### src/rtl/fpga_puf_ctrl_pkg.sv
// Shared definitions for the PUF kernel AXI4-Lite control slave.
// Holds bus widths, the register map offsets, CTRL/IRQ bit positions,
// the OKAY response code, the write/read FSM state enums and a
// byte-enable merge helper used by the register file.
package fpga_puf_ctrl_pkg;

  localparam int unsigned C_S_AXI_ADDR_WIDTH = 6;
  localparam int unsigned C_S_AXI_DATA_WIDTH = 32;
  localparam int unsigned STRB_W             = C_S_AXI_DATA_WIDTH / 8;
  localparam int unsigned ID_W               = 64;

  typedef logic [C_S_AXI_ADDR_WIDTH-1:0] addr_t;
  typedef logic [C_S_AXI_DATA_WIDTH-1:0] data_t;
  typedef logic [STRB_W-1:0]             strb_t;

  // Register map (byte offsets)
  localparam addr_t ADDR_CTRL  = 6'h00;
  localparam addr_t ADDR_GIE   = 6'h04;
  localparam addr_t ADDR_IER   = 6'h08;
  localparam addr_t ADDR_ISR   = 6'h0C;
  localparam addr_t ADDR_TRIG  = 6'h10;
  localparam addr_t ADDR_ID_LO = 6'h18;
  localparam addr_t ADDR_ID_HI = 6'h1C;

  // CTRL register bit positions
  localparam int unsigned CTRL_START        = 0;
  localparam int unsigned CTRL_DONE         = 1;
  localparam int unsigned CTRL_IDLE         = 2;
  localparam int unsigned CTRL_READY        = 3;
  localparam int unsigned CTRL_AUTO_RESTART = 7;

  // IER/ISR bit positions
  localparam int unsigned IRQ_DONE  = 0;
  localparam int unsigned IRQ_READY = 1;

  localparam logic [1:0] RESP_OKAY = 2'b00;

  typedef enum logic [1:0] {
    WR_RESET = 2'd0,
    WR_IDLE  = 2'd1,
    WR_DATA  = 2'd2,
    WR_RESP  = 2'd3
  } wr_state_t;

  typedef enum logic [1:0] {
    RD_RESET = 2'd0,
    RD_IDLE  = 2'd1,
    RD_DATA  = 2'd2
  } rd_state_t;

  // Replace only the byte lanes whose strobe is set.
  function automatic data_t apply_strb(input data_t old_v, input data_t new_v,
                                       input strb_t strb);
    data_t r;
    r = old_v;
    for (int unsigned i = 0; i < STRB_W; i++) begin
      if (strb[i]) r[i*8 +: 8] = new_v[i*8 +: 8];
    end
    return r;
  endfunction

endpackage

### src/rtl/fpga_puf_ctrl_s_axi_if.sv
// AXI4-Lite control bundle between the platform interconnect (master)
// and the PUF control slave (slave). Carries the five AXI4-Lite channels:
// AW (awvalid/awready/awaddr), W (wvalid/wready/wdata/wstrb),
// B (bvalid/bready/bresp), AR (arvalid/arready/araddr),
// R (rvalid/rready/rdata/rresp).
interface fpga_puf_ctrl_s_axi_if;
  import fpga_puf_ctrl_pkg::*;

  logic       awvalid;
  logic       awready;
  addr_t      awaddr;
  logic       wvalid;
  logic       wready;
  data_t      wdata;
  strb_t      wstrb;
  logic       bvalid;
  logic       bready;
  logic [1:0] bresp;
  logic       arvalid;
  logic       arready;
  addr_t      araddr;
  logic       rvalid;
  logic       rready;
  data_t      rdata;
  logic [1:0] rresp;

  modport slave (
    input  awvalid, awaddr, wvalid, wdata, wstrb, bready, arvalid, araddr, rready,
    output awready, wready, bvalid, bresp, arready, rvalid, rdata, rresp
  );

  modport master (
    output awvalid, awaddr, wvalid, wdata, wstrb, bready, arvalid, araddr, rready,
    input  awready, wready, bvalid, bresp, arready, rvalid, rdata, rresp
  );

endinterface

### src/rtl/fpga_puf_ctrl_s_axi.sv
// AXI4-Lite control slave for the PUF kernel top wrapper.
// Decodes host register accesses into ap_start, trig_o and id_o and
// reports ap_done/ap_idle/ap_ready status back to the host.
// Ports:
//   ap_clk, ap_rst_n     kernel clock, asynchronous active-low reset
//   s_axi_control        AXI4-Lite slave bundle (fpga_puf_ctrl_s_axi_if.slave)
//   interrupt            level interrupt (0 unless FPGA_PUF_CTRL_IRQ_EN)
//   ap_start             level start to the kernel wrapper
//   ap_done, ap_ready    kernel status pulses (sticky in CTRL, clear on read)
//   ap_idle              kernel idle level (read live)
//   trig_o, id_o         kernel arguments, straight from registers
// Build option: define FPGA_PUF_CTRL_IRQ_EN to add GIE/IER/ISR at
// 0x04/0x08/0x0C and drive interrupt; otherwise those offsets are unmapped.
module fpga_puf_ctrl_s_axi
  import fpga_puf_ctrl_pkg::*;
(
  input  logic                        ap_clk,
  input  logic                        ap_rst_n,
  fpga_puf_ctrl_s_axi_if.slave        s_axi_control,
  output logic                        interrupt,
  output logic                        ap_start,
  input  logic                        ap_done,
  input  logic                        ap_idle,
  input  logic                        ap_ready,
  output logic [C_S_AXI_DATA_WIDTH-1:0] trig_o,
  output logic [ID_W-1:0]             id_o
);

  wr_state_t wr_state_q, wr_state_d;
  rd_state_t rd_state_q, rd_state_d;

  logic  awready_q, awready_d;
  logic  wready_q,  wready_d;
  logic  bvalid_q,  bvalid_d;
  logic  arready_q, arready_d;
  logic  rvalid_q,  rvalid_d;
  addr_t waddr_q,   waddr_d;
  data_t rdata_q,   rdata_d;
  data_t rd_mux_c;

  logic  ap_start_q,     ap_start_d;
  logic  auto_restart_q, auto_restart_d;
  logic  done_q,         done_d;
  logic  ready_q,        ready_d;
  data_t trig_q,         trig_d;
  data_t id_lo_q,        id_lo_d;
  data_t id_hi_q,        id_hi_d;

  logic aw_hs_c, w_hs_c, b_hs_c, ar_hs_c, r_hs_c;
  logic ctrl_wr_c, ctrl_rd_c;

  // Handshake strobes; readies are state-decoded flops
  assign aw_hs_c   = awready_q && s_axi_control.awvalid;
  assign w_hs_c    = wready_q  && s_axi_control.wvalid;
  assign b_hs_c    = bvalid_q  && s_axi_control.bready;
  assign ar_hs_c   = arready_q && s_axi_control.arvalid;
  assign r_hs_c    = rvalid_q  && s_axi_control.rready;
  assign ctrl_wr_c = w_hs_c && (waddr_q == ADDR_CTRL) && s_axi_control.wstrb[0];
  assign ctrl_rd_c = ar_hs_c && (s_axi_control.araddr == ADDR_CTRL);

`ifdef FPGA_PUF_CTRL_IRQ_EN
  logic       gie_q, gie_d;
  logic [1:0] ier_q, ier_d;
  logic [1:0] isr_q, isr_d;
  logic       interrupt_q, interrupt_d;

  // Interrupt registers: ISR sets on enabled pulses (set beats toggle)
  always_comb begin
    gie_d       = gie_q;
    ier_d       = ier_q;
    isr_d       = isr_q;
    interrupt_d = gie_q & (|isr_q);
    if (w_hs_c && s_axi_control.wstrb[0]) begin
      if (waddr_q == ADDR_GIE) gie_d = s_axi_control.wdata[0];
      if (waddr_q == ADDR_IER) ier_d = s_axi_control.wdata[1:0];
      if (waddr_q == ADDR_ISR) isr_d = isr_q ^ s_axi_control.wdata[1:0];
    end
    if (ap_done  && ier_q[IRQ_DONE])  isr_d[IRQ_DONE]  = 1'b1;
    if (ap_ready && ier_q[IRQ_READY]) isr_d[IRQ_READY] = 1'b1;
  end

  always_ff @(posedge ap_clk or negedge ap_rst_n) begin
    if (!ap_rst_n) begin
      gie_q       <= 1'b0;
      ier_q       <= 2'b00;
      isr_q       <= 2'b00;
      interrupt_q <= 1'b0;
    end else begin
      gie_q       <= gie_d;
      ier_q       <= ier_d;
      isr_q       <= isr_d;
      interrupt_q <= interrupt_d;
    end
  end

  assign interrupt = interrupt_q;
`else
  assign interrupt = 1'b0;
`endif

  // Read data mux; sticky bits are returned before this cycle's set
  always_comb begin
    rd_mux_c = '0;
    case (s_axi_control.araddr)
      ADDR_CTRL: begin
        rd_mux_c[CTRL_START]        = ap_start_q;
        rd_mux_c[CTRL_DONE]         = done_q;
        rd_mux_c[CTRL_IDLE]         = ap_idle;
        rd_mux_c[CTRL_READY]        = ready_q;
        rd_mux_c[CTRL_AUTO_RESTART] = auto_restart_q;
      end
`ifdef FPGA_PUF_CTRL_IRQ_EN
      ADDR_GIE:   rd_mux_c[0]   = gie_q;
      ADDR_IER:   rd_mux_c[1:0] = ier_q;
      ADDR_ISR:   rd_mux_c[1:0] = isr_q;
`endif
      ADDR_TRIG:  rd_mux_c = trig_q;
      ADDR_ID_LO: rd_mux_c = id_lo_q;
      ADDR_ID_HI: rd_mux_c = id_hi_q;
      default:    rd_mux_c = '0;
    endcase
  end

  // Write FSM: AW, then W, then B; one write outstanding
  always_comb begin
    wr_state_d = wr_state_q;
    waddr_d    = waddr_q;
    case (wr_state_q)
      WR_RESET: wr_state_d = WR_IDLE;
      WR_IDLE: begin
        if (aw_hs_c) begin
          waddr_d    = s_axi_control.awaddr;
          wr_state_d = WR_DATA;
        end
      end
      WR_DATA:  if (w_hs_c) wr_state_d = WR_RESP;
      WR_RESP:  if (b_hs_c) wr_state_d = WR_IDLE;
      default:  wr_state_d = WR_IDLE;
    endcase
    awready_d = (wr_state_d == WR_IDLE);
    wready_d  = (wr_state_d == WR_DATA);
    bvalid_d  = (wr_state_d == WR_RESP);
  end

  // Read FSM: data captured at the AR handshake, held until rready
  always_comb begin
    rd_state_d = rd_state_q;
    rdata_d    = rdata_q;
    case (rd_state_q)
      RD_RESET: rd_state_d = RD_IDLE;
      RD_IDLE: begin
        if (ar_hs_c) begin
          rdata_d    = rd_mux_c;
          rd_state_d = RD_DATA;
        end
      end
      RD_DATA:  if (r_hs_c) rd_state_d = RD_IDLE;
      default:  rd_state_d = RD_IDLE;
    endcase
    arready_d = (rd_state_d == RD_IDLE);
    rvalid_d  = (rd_state_d == RD_DATA);
  end

  // Register file and kernel control bits
  always_comb begin
    trig_d         = trig_q;
    id_lo_d        = id_lo_q;
    id_hi_d        = id_hi_q;
    auto_restart_d = auto_restart_q;
    ap_start_d     = ap_start_q;
    done_d         = done_q;
    ready_d        = ready_q;

    if (w_hs_c) begin
      case (waddr_q)
        ADDR_TRIG:  trig_d  = apply_strb(trig_q,  s_axi_control.wdata, s_axi_control.wstrb);
        ADDR_ID_LO: id_lo_d = apply_strb(id_lo_q, s_axi_control.wdata, s_axi_control.wstrb);
        ADDR_ID_HI: id_hi_d = apply_strb(id_hi_q, s_axi_control.wdata, s_axi_control.wstrb);
        default: ;
      endcase
    end

    if (ctrl_wr_c) auto_restart_d = s_axi_control.wdata[CTRL_AUTO_RESTART];

    // ap_ready ends the run unless auto-restart; a host start write wins
    if (ap_ready && !auto_restart_q) ap_start_d = 1'b0;
    if (ctrl_wr_c && s_axi_control.wdata[CTRL_START]) ap_start_d = 1'b1;

    // Clear-on-read of CTRL; a pulse in the same cycle wins
    if (ctrl_rd_c) begin
      done_d  = 1'b0;
      ready_d = 1'b0;
    end
    if (ap_done)  done_d  = 1'b1;
    if (ap_ready) ready_d = 1'b1;
  end

  always_ff @(posedge ap_clk or negedge ap_rst_n) begin
    if (!ap_rst_n) begin
      wr_state_q     <= WR_RESET;
      rd_state_q     <= RD_RESET;
      awready_q      <= 1'b0;
      wready_q       <= 1'b0;
      bvalid_q       <= 1'b0;
      arready_q      <= 1'b0;
      rvalid_q       <= 1'b0;
      waddr_q        <= '0;
      rdata_q        <= '0;
      ap_start_q     <= 1'b0;
      auto_restart_q <= 1'b0;
      done_q         <= 1'b0;
      ready_q        <= 1'b0;
      trig_q         <= '0;
      id_lo_q        <= '0;
      id_hi_q        <= '0;
    end else begin
      wr_state_q     <= wr_state_d;
      rd_state_q     <= rd_state_d;
      awready_q      <= awready_d;
      wready_q       <= wready_d;
      bvalid_q       <= bvalid_d;
      arready_q      <= arready_d;
      rvalid_q       <= rvalid_d;
      waddr_q        <= waddr_d;
      rdata_q        <= rdata_d;
      ap_start_q     <= ap_start_d;
      auto_restart_q <= auto_restart_d;
      done_q         <= done_d;
      ready_q        <= ready_d;
      trig_q         <= trig_d;
      id_lo_q        <= id_lo_d;
      id_hi_q        <= id_hi_d;
    end
  end

  assign s_axi_control.awready = awready_q;
  assign s_axi_control.wready  = wready_q;
  assign s_axi_control.bvalid  = bvalid_q;
  assign s_axi_control.bresp   = RESP_OKAY;
  assign s_axi_control.arready = arready_q;
  assign s_axi_control.rvalid  = rvalid_q;
  assign s_axi_control.rdata   = rdata_q;
  assign s_axi_control.rresp   = RESP_OKAY;

  assign ap_start = ap_start_q;
  assign trig_o   = trig_q;
  assign id_o     = {id_hi_q, id_lo_q};

endmodule

### src/flat_wrapper.sv
// flat-port wrapper written by rule: the top's interface ports become plain ports
module fpga_puf_ctrl_s_axi_flat import fpga_puf_ctrl_pkg::*;
  (ap_clk, ap_rst_n, interrupt, ap_start, ap_done, ap_idle, ap_ready, trig_o, id_o, s_axi_control_awvalid, s_axi_control_awaddr, s_axi_control_wvalid, s_axi_control_wdata, s_axi_control_wstrb, s_axi_control_bready, s_axi_control_arvalid, s_axi_control_araddr, s_axi_control_rready, s_axi_control_awready, s_axi_control_wready, s_axi_control_bvalid, s_axi_control_bresp, s_axi_control_arready, s_axi_control_rvalid, s_axi_control_rdata, s_axi_control_rresp);
  fpga_puf_ctrl_s_axi_if s_axi_control_i ();
  input  logic ap_clk;
  input  logic ap_rst_n;
  output logic interrupt;
  output logic ap_start;
  input  logic ap_done;
  input  logic ap_idle;
  input  logic ap_ready;
  output logic [C_S_AXI_DATA_WIDTH-1:0] trig_o;
  output logic [ID_W-1:0] id_o;
  input wire logic [$bits(s_axi_control_i.awvalid)-1:0] s_axi_control_awvalid;
  input wire logic [$bits(s_axi_control_i.awaddr)-1:0] s_axi_control_awaddr;
  input wire logic [$bits(s_axi_control_i.wvalid)-1:0] s_axi_control_wvalid;
  input wire logic [$bits(s_axi_control_i.wdata)-1:0] s_axi_control_wdata;
  input wire logic [$bits(s_axi_control_i.wstrb)-1:0] s_axi_control_wstrb;
  input wire logic [$bits(s_axi_control_i.bready)-1:0] s_axi_control_bready;
  input wire logic [$bits(s_axi_control_i.arvalid)-1:0] s_axi_control_arvalid;
  input wire logic [$bits(s_axi_control_i.araddr)-1:0] s_axi_control_araddr;
  input wire logic [$bits(s_axi_control_i.rready)-1:0] s_axi_control_rready;
  output wire logic [$bits(s_axi_control_i.awready)-1:0] s_axi_control_awready;
  output wire logic [$bits(s_axi_control_i.wready)-1:0] s_axi_control_wready;
  output wire logic [$bits(s_axi_control_i.bvalid)-1:0] s_axi_control_bvalid;
  output wire logic [$bits(s_axi_control_i.bresp)-1:0] s_axi_control_bresp;
  output wire logic [$bits(s_axi_control_i.arready)-1:0] s_axi_control_arready;
  output wire logic [$bits(s_axi_control_i.rvalid)-1:0] s_axi_control_rvalid;
  output wire logic [$bits(s_axi_control_i.rdata)-1:0] s_axi_control_rdata;
  output wire logic [$bits(s_axi_control_i.rresp)-1:0] s_axi_control_rresp;
  assign s_axi_control_i.awvalid = s_axi_control_awvalid;
  assign s_axi_control_i.awaddr = s_axi_control_awaddr;
  assign s_axi_control_i.wvalid = s_axi_control_wvalid;
  assign s_axi_control_i.wdata = s_axi_control_wdata;
  assign s_axi_control_i.wstrb = s_axi_control_wstrb;
  assign s_axi_control_i.bready = s_axi_control_bready;
  assign s_axi_control_i.arvalid = s_axi_control_arvalid;
  assign s_axi_control_i.araddr = s_axi_control_araddr;
  assign s_axi_control_i.rready = s_axi_control_rready;
  assign s_axi_control_awready = s_axi_control_i.awready;
  assign s_axi_control_wready = s_axi_control_i.wready;
  assign s_axi_control_bvalid = s_axi_control_i.bvalid;
  assign s_axi_control_bresp = s_axi_control_i.bresp;
  assign s_axi_control_arready = s_axi_control_i.arready;
  assign s_axi_control_rvalid = s_axi_control_i.rvalid;
  assign s_axi_control_rdata = s_axi_control_i.rdata;
  assign s_axi_control_rresp = s_axi_control_i.rresp;
  fpga_puf_ctrl_s_axi u_core (.ap_clk(ap_clk), .ap_rst_n(ap_rst_n), .s_axi_control(s_axi_control_i), .interrupt(interrupt), .ap_start(ap_start), .ap_done(ap_done), .ap_idle(ap_idle), .ap_ready(ap_ready), .trig_o(trig_o), .id_o(id_o));
endmodule
### config.mk
export PLATFORM = sky130hd
export DESIGN_NAME = fpga_puf_ctrl_s_axi_flat
export DESIGN_NICKNAME = d
export VERILOG_FILES = /design/src/rtl/fpga_puf_ctrl_pkg.sv /design/src/rtl/fpga_puf_ctrl_s_axi_if.sv /design/src/rtl/fpga_puf_ctrl_s_axi.sv /design/src/flat_wrapper.sv
export SDC_FILE = /design/constraint.sdc
export NUM_CORES = 1
export LEC_CHECK = 0
export ABC_AREA = 0
export BUFFER_PORTS_ARGS = -buffer_cell sky130_fd_sc_hd__buf_2
export CORE_MARGIN = 1
export CORE_UTILIZATION = 25
export CTS_BUF_LIST = sky130_fd_sc_hd__clkbuf_2 sky130_fd_sc_hd__clkbuf_4 sky130_fd_sc_hd__clkbuf_8
export DETAILED_ROUTE_END_ITERATION = 7
export RECOVER_POWER = 100
export SETUP_SLACK_MARGIN = 0.02
export SYNTH_ARGS = -nofsm -noshare
export SYNTH_HDL_FRONTEND = slang
export SYNTH_SLANG_ARGS = --single-unit
### constraint.sdc
create_clock -name ap_clk -period 3.5 [get_ports ap_clk]
set_input_delay 0.35 -clock ap_clk [delete_from_list [all_inputs] [get_ports ap_clk]]
set_output_delay 0.35 -clock ap_clk [all_outputs]
set_load 0.02 [all_outputs]
==> results by group <==
Floorplanning
  • Row Count: 58
  • Initial Util: 0.254
  • IO Count: between 150 and 200
  • Die H: between 150 and 200 um
  • Die Area: between 20000 and 30000 um^2
  • Die W: ~160 um
  • Core ar.: approximately 25000 um^2

STA
  • Max Slew Vio Count: 98
  • Slew HR: -0.156
  • Fmax: about 0.40 GHz
  • Min Tclk post-route: between 2 and 3 ns
  • Unrepaired setup endpoints after global routing: no
  • Fin Setup TNS: 0 ns
  • Final period util: 0.723
  • Slew at the pin with the worst max-slew slack: 1.73 ns
  • WHS: 0.108 ns
  • Final Hold Fails: 0
  • Final Setup Violations: 0
  • Clock skew: between 0.01 and 0.015 ns

Worst setup path
  • Top fanout value on the critical path: 27
  • Worst R2R Setup Slack: between 0.9 and 1 ns
  • Critical Path RT: ~3.7 ns
  • Worst EP arrival: 2.76 ns
  • Setup Crit Path Kind: register to register
  • CP Launch Type: register
  • Crit end category: register

Layout
  • ANT cells: 0
  • Area Growth Syn to Fin: 24.1%
  • Final Util: 0.315
  • Layout cells sized above 1: 0.287
  • Final net count: approximately 730

Logic synthesis
  • Flip-flop and latch count after synthesis: around 150
  • Simple-gate portion of the synthesized area: 0.0616
  • Ys Warns: 0
  • Synth top area share: 0.577
  • Synthesized area per cell: 13.4 um^2
  • Compound-Gate Fraction of Synth Area: 0.0822
  • Post-synth EDFFs: 0
  • Main synth FF type: dfrtp_1
  • Synth unique cells: 38
  • Xor and xnor area share after synthesis: 0
  • Largest family of logic cells by synthesized area: multiplexers
  • Mapped Area: approximately 6400 um^2
  • Sequential area share after synthesis: 0.577
  • Area leader, netlist: dfrtp_1
  • Area contributors post-synth: dfrtp_1 58%, mux2_2 17%, mux2i_1 5.8%, a2bb2oi_1 3.7%, nand2_1 2.1%
  • Async S/R FF share, synth: 1.00
  • Multiplexer share of the synthesized area: 0.245
  • Cells after Synth: approximately 480
  • Synth Area in Adders: 0.00392
  • Synth top cells by count: 147 x dfrtp_1, 95 x mux2_2, 37 x mux2i_1
  • Most frequent cell after synthesis: dfrtp_1

Clocking
  • Clock Latency Late Sink: about 0.44 ns
  • Post-CTS Setup Inserts: 0
  • H-Tree Depth: 4
  • CTS buffer count: 17
  • Clk slew on worst S/H paths: ~0.08 ns
  • CTS Sinks: ~150
  • CTS tree: built
  • Deepest clock path buffer count: 2
  • Root Driver: clkbuf_8

Placement
  • DP HPWL: around 12000 um
  • Port Buf Inserts: around 190
  • GP Congestion: 0.760

Status
  • Status: complete, but fails checks
  • Failing checks: capacitance limit, slew limit

Drt
  • Number of remaining DRC errors: 0
  • 1st-iter DRT viols: roughly 250
  • DR vias: between 4000 and 5000
  • Total Wirelength: between 15000 and 20000 um
  • Pre-antenna DRT Iters: 4
  • Antenna Violating Nets Remaining: 0
  • Avg Vias per Cell: 4.47
  • Drt wl/cell: between 15 and 20 um

Flow run
  • MaxCap Viol Count: 2

Power and ir drop
  • Peak VDD IR: around 320 uV
  • Leak pwr: about 0.0037 uW
  • Power Density: 597 nW/um^2

GRT
  • Largest net degree at the start of global routing: 70
  • Total grt overflow: 0
  • Total track usage: 0.138
  • Initial antenna violation count: 1
  • First-pass GRT wire length: around 27000 um
  • Vias in the first global route: between 4000 and 5000

Worst hold path
  • Worst min-delay path category: primary input to register
==> sequential cells by signal, indices dropped and copies added (netlist names), 2 cells and up <==
| signal | count |
|---|---|
| u_core.s_axi_control.rdata | 32 |
| u_core.waddr_q | 6 |
| u_core.id_hi_q | 32 |
| u_core.wr_state_q | 2 |
| u_core.rd_state_q | 2 |
| u_core.id_lo_q | 32 |
| u_core.trig_o | 32 |
==> kinds of logic after synthesis <==
| group | count (synthesis) |
|---|---|
| compound gates | 75 |
| flops | 147 |
| fa+ha+maj | 2 |
| mux | 140 |
| simple gates | 76 |
| buf+inv | 34 |
| other cells | 1 |
==> final timing paths <==
kind | endpoint | depth (start not counted) | from
worst min register to register | u_core.s_axi_control.rdata[5]$_DFFE_PN0P_ | 2 | u_core.s_axi_control.rdata[5]$_DFFE_PN0P_
min in group asynchronous | u_core.id_hi_q[7]$_DFFE_PN0P_ | 2 | ap_rst_n
worst min-delay path | u_core.done_q$_DFFE_PN0P_ | 2 | ap_done
max in group asynchronous | u_core.id_lo_q[19]$_DFFE_PN0P_ | 3 | ap_rst_n
worst max-delay path | u_core.s_axi_control.rvalid$_DFF_PN0_ | 5 | u_core.rd_state_q[1]$_DFF_PN0_
worst max register to register | u_core.s_axi_control.rvalid$_DFF_PN0_ | 5 | u_core.rd_state_q[1]$_DFF_PN0_
==> where the power goes <==
group	switching, uW	total (uW)	internal, uW
combinational	614	985	371
sequential	206	2160	1950
clock	643	1580	941
total	1460	4720	3260
==> cells in the final DEF (no fill, tap or decap), drive strengths merged, types with 2 or more instances in the layout <==
cell type	synthesis	routed
bufinv	0	5
buf	21	61
nand4b	2	2
nor2	12	12
conb	1	5
dfrtp	147	147
mux2	103	103
ha	2	2
a21boi	2	2
a22o	5	5
nand2	37	37
inv	8	8
mux2i	37	37
and4	2	2
nand3	9	9
a2bb2oi	27	27
a21o	3	3
nor3	2	2
nand2b	4	4
clkbuf	5	161
a21oi	2	2
clkinv	0	3
o22ai	5	5
o21ai	30	30
==> layer usage <==
layer | GRT usage | routed length, um | up-vias
li1 | - | - | 2109
met1 | 0.178 | 8090 | 2275
met2 | 0.225 | 8470 | 131
met3 | 0.0335 | 783 | 17
met4 | 0.0480 | 248 | 2
met5 | 0 | 10 | -
==> timing repair <==
item | in CTS | in global routing
resized for setup | 0 | 0
hold buffers | 1 | 0
endpoints found under the hold margin | 40 | 0
==> per-stage QoR <==
stage          std cells  instance area, um^2  total power [uW]  setup WS (ns)
6_report            1014                 7910              4720          0.971
5_1_grt             1014                 7910              4980          0.707
4_1_cts             1014                 8160              4880           1.36
3_5_place_dp         981                 7670              3270           1.21
3_3_place_gp         981                 7670              3250           1.26
2_1_floorplan        479                 6390              2840           1.80
==> worst max-delay path, stage by stage, from the launching register on <==
cell	delay [ns]
dfrtp_1	0.37
inv_1	0.05
ha_1	0.21
nand3_2	0.24
clkbuf_1	1.19
a21boi_0	0.25
==> cell type report <==
type	instances	area, um^2
fillers	2668	17200
flip-flops and latches	147	3680
multi-input cells	298	2460
repair buffers	199	850
well taps	330	413
clock buffers	24	305
clock inverters	8	173
inverters	8	30.0
Note: power is estimated with default switching activity, not from simulation.
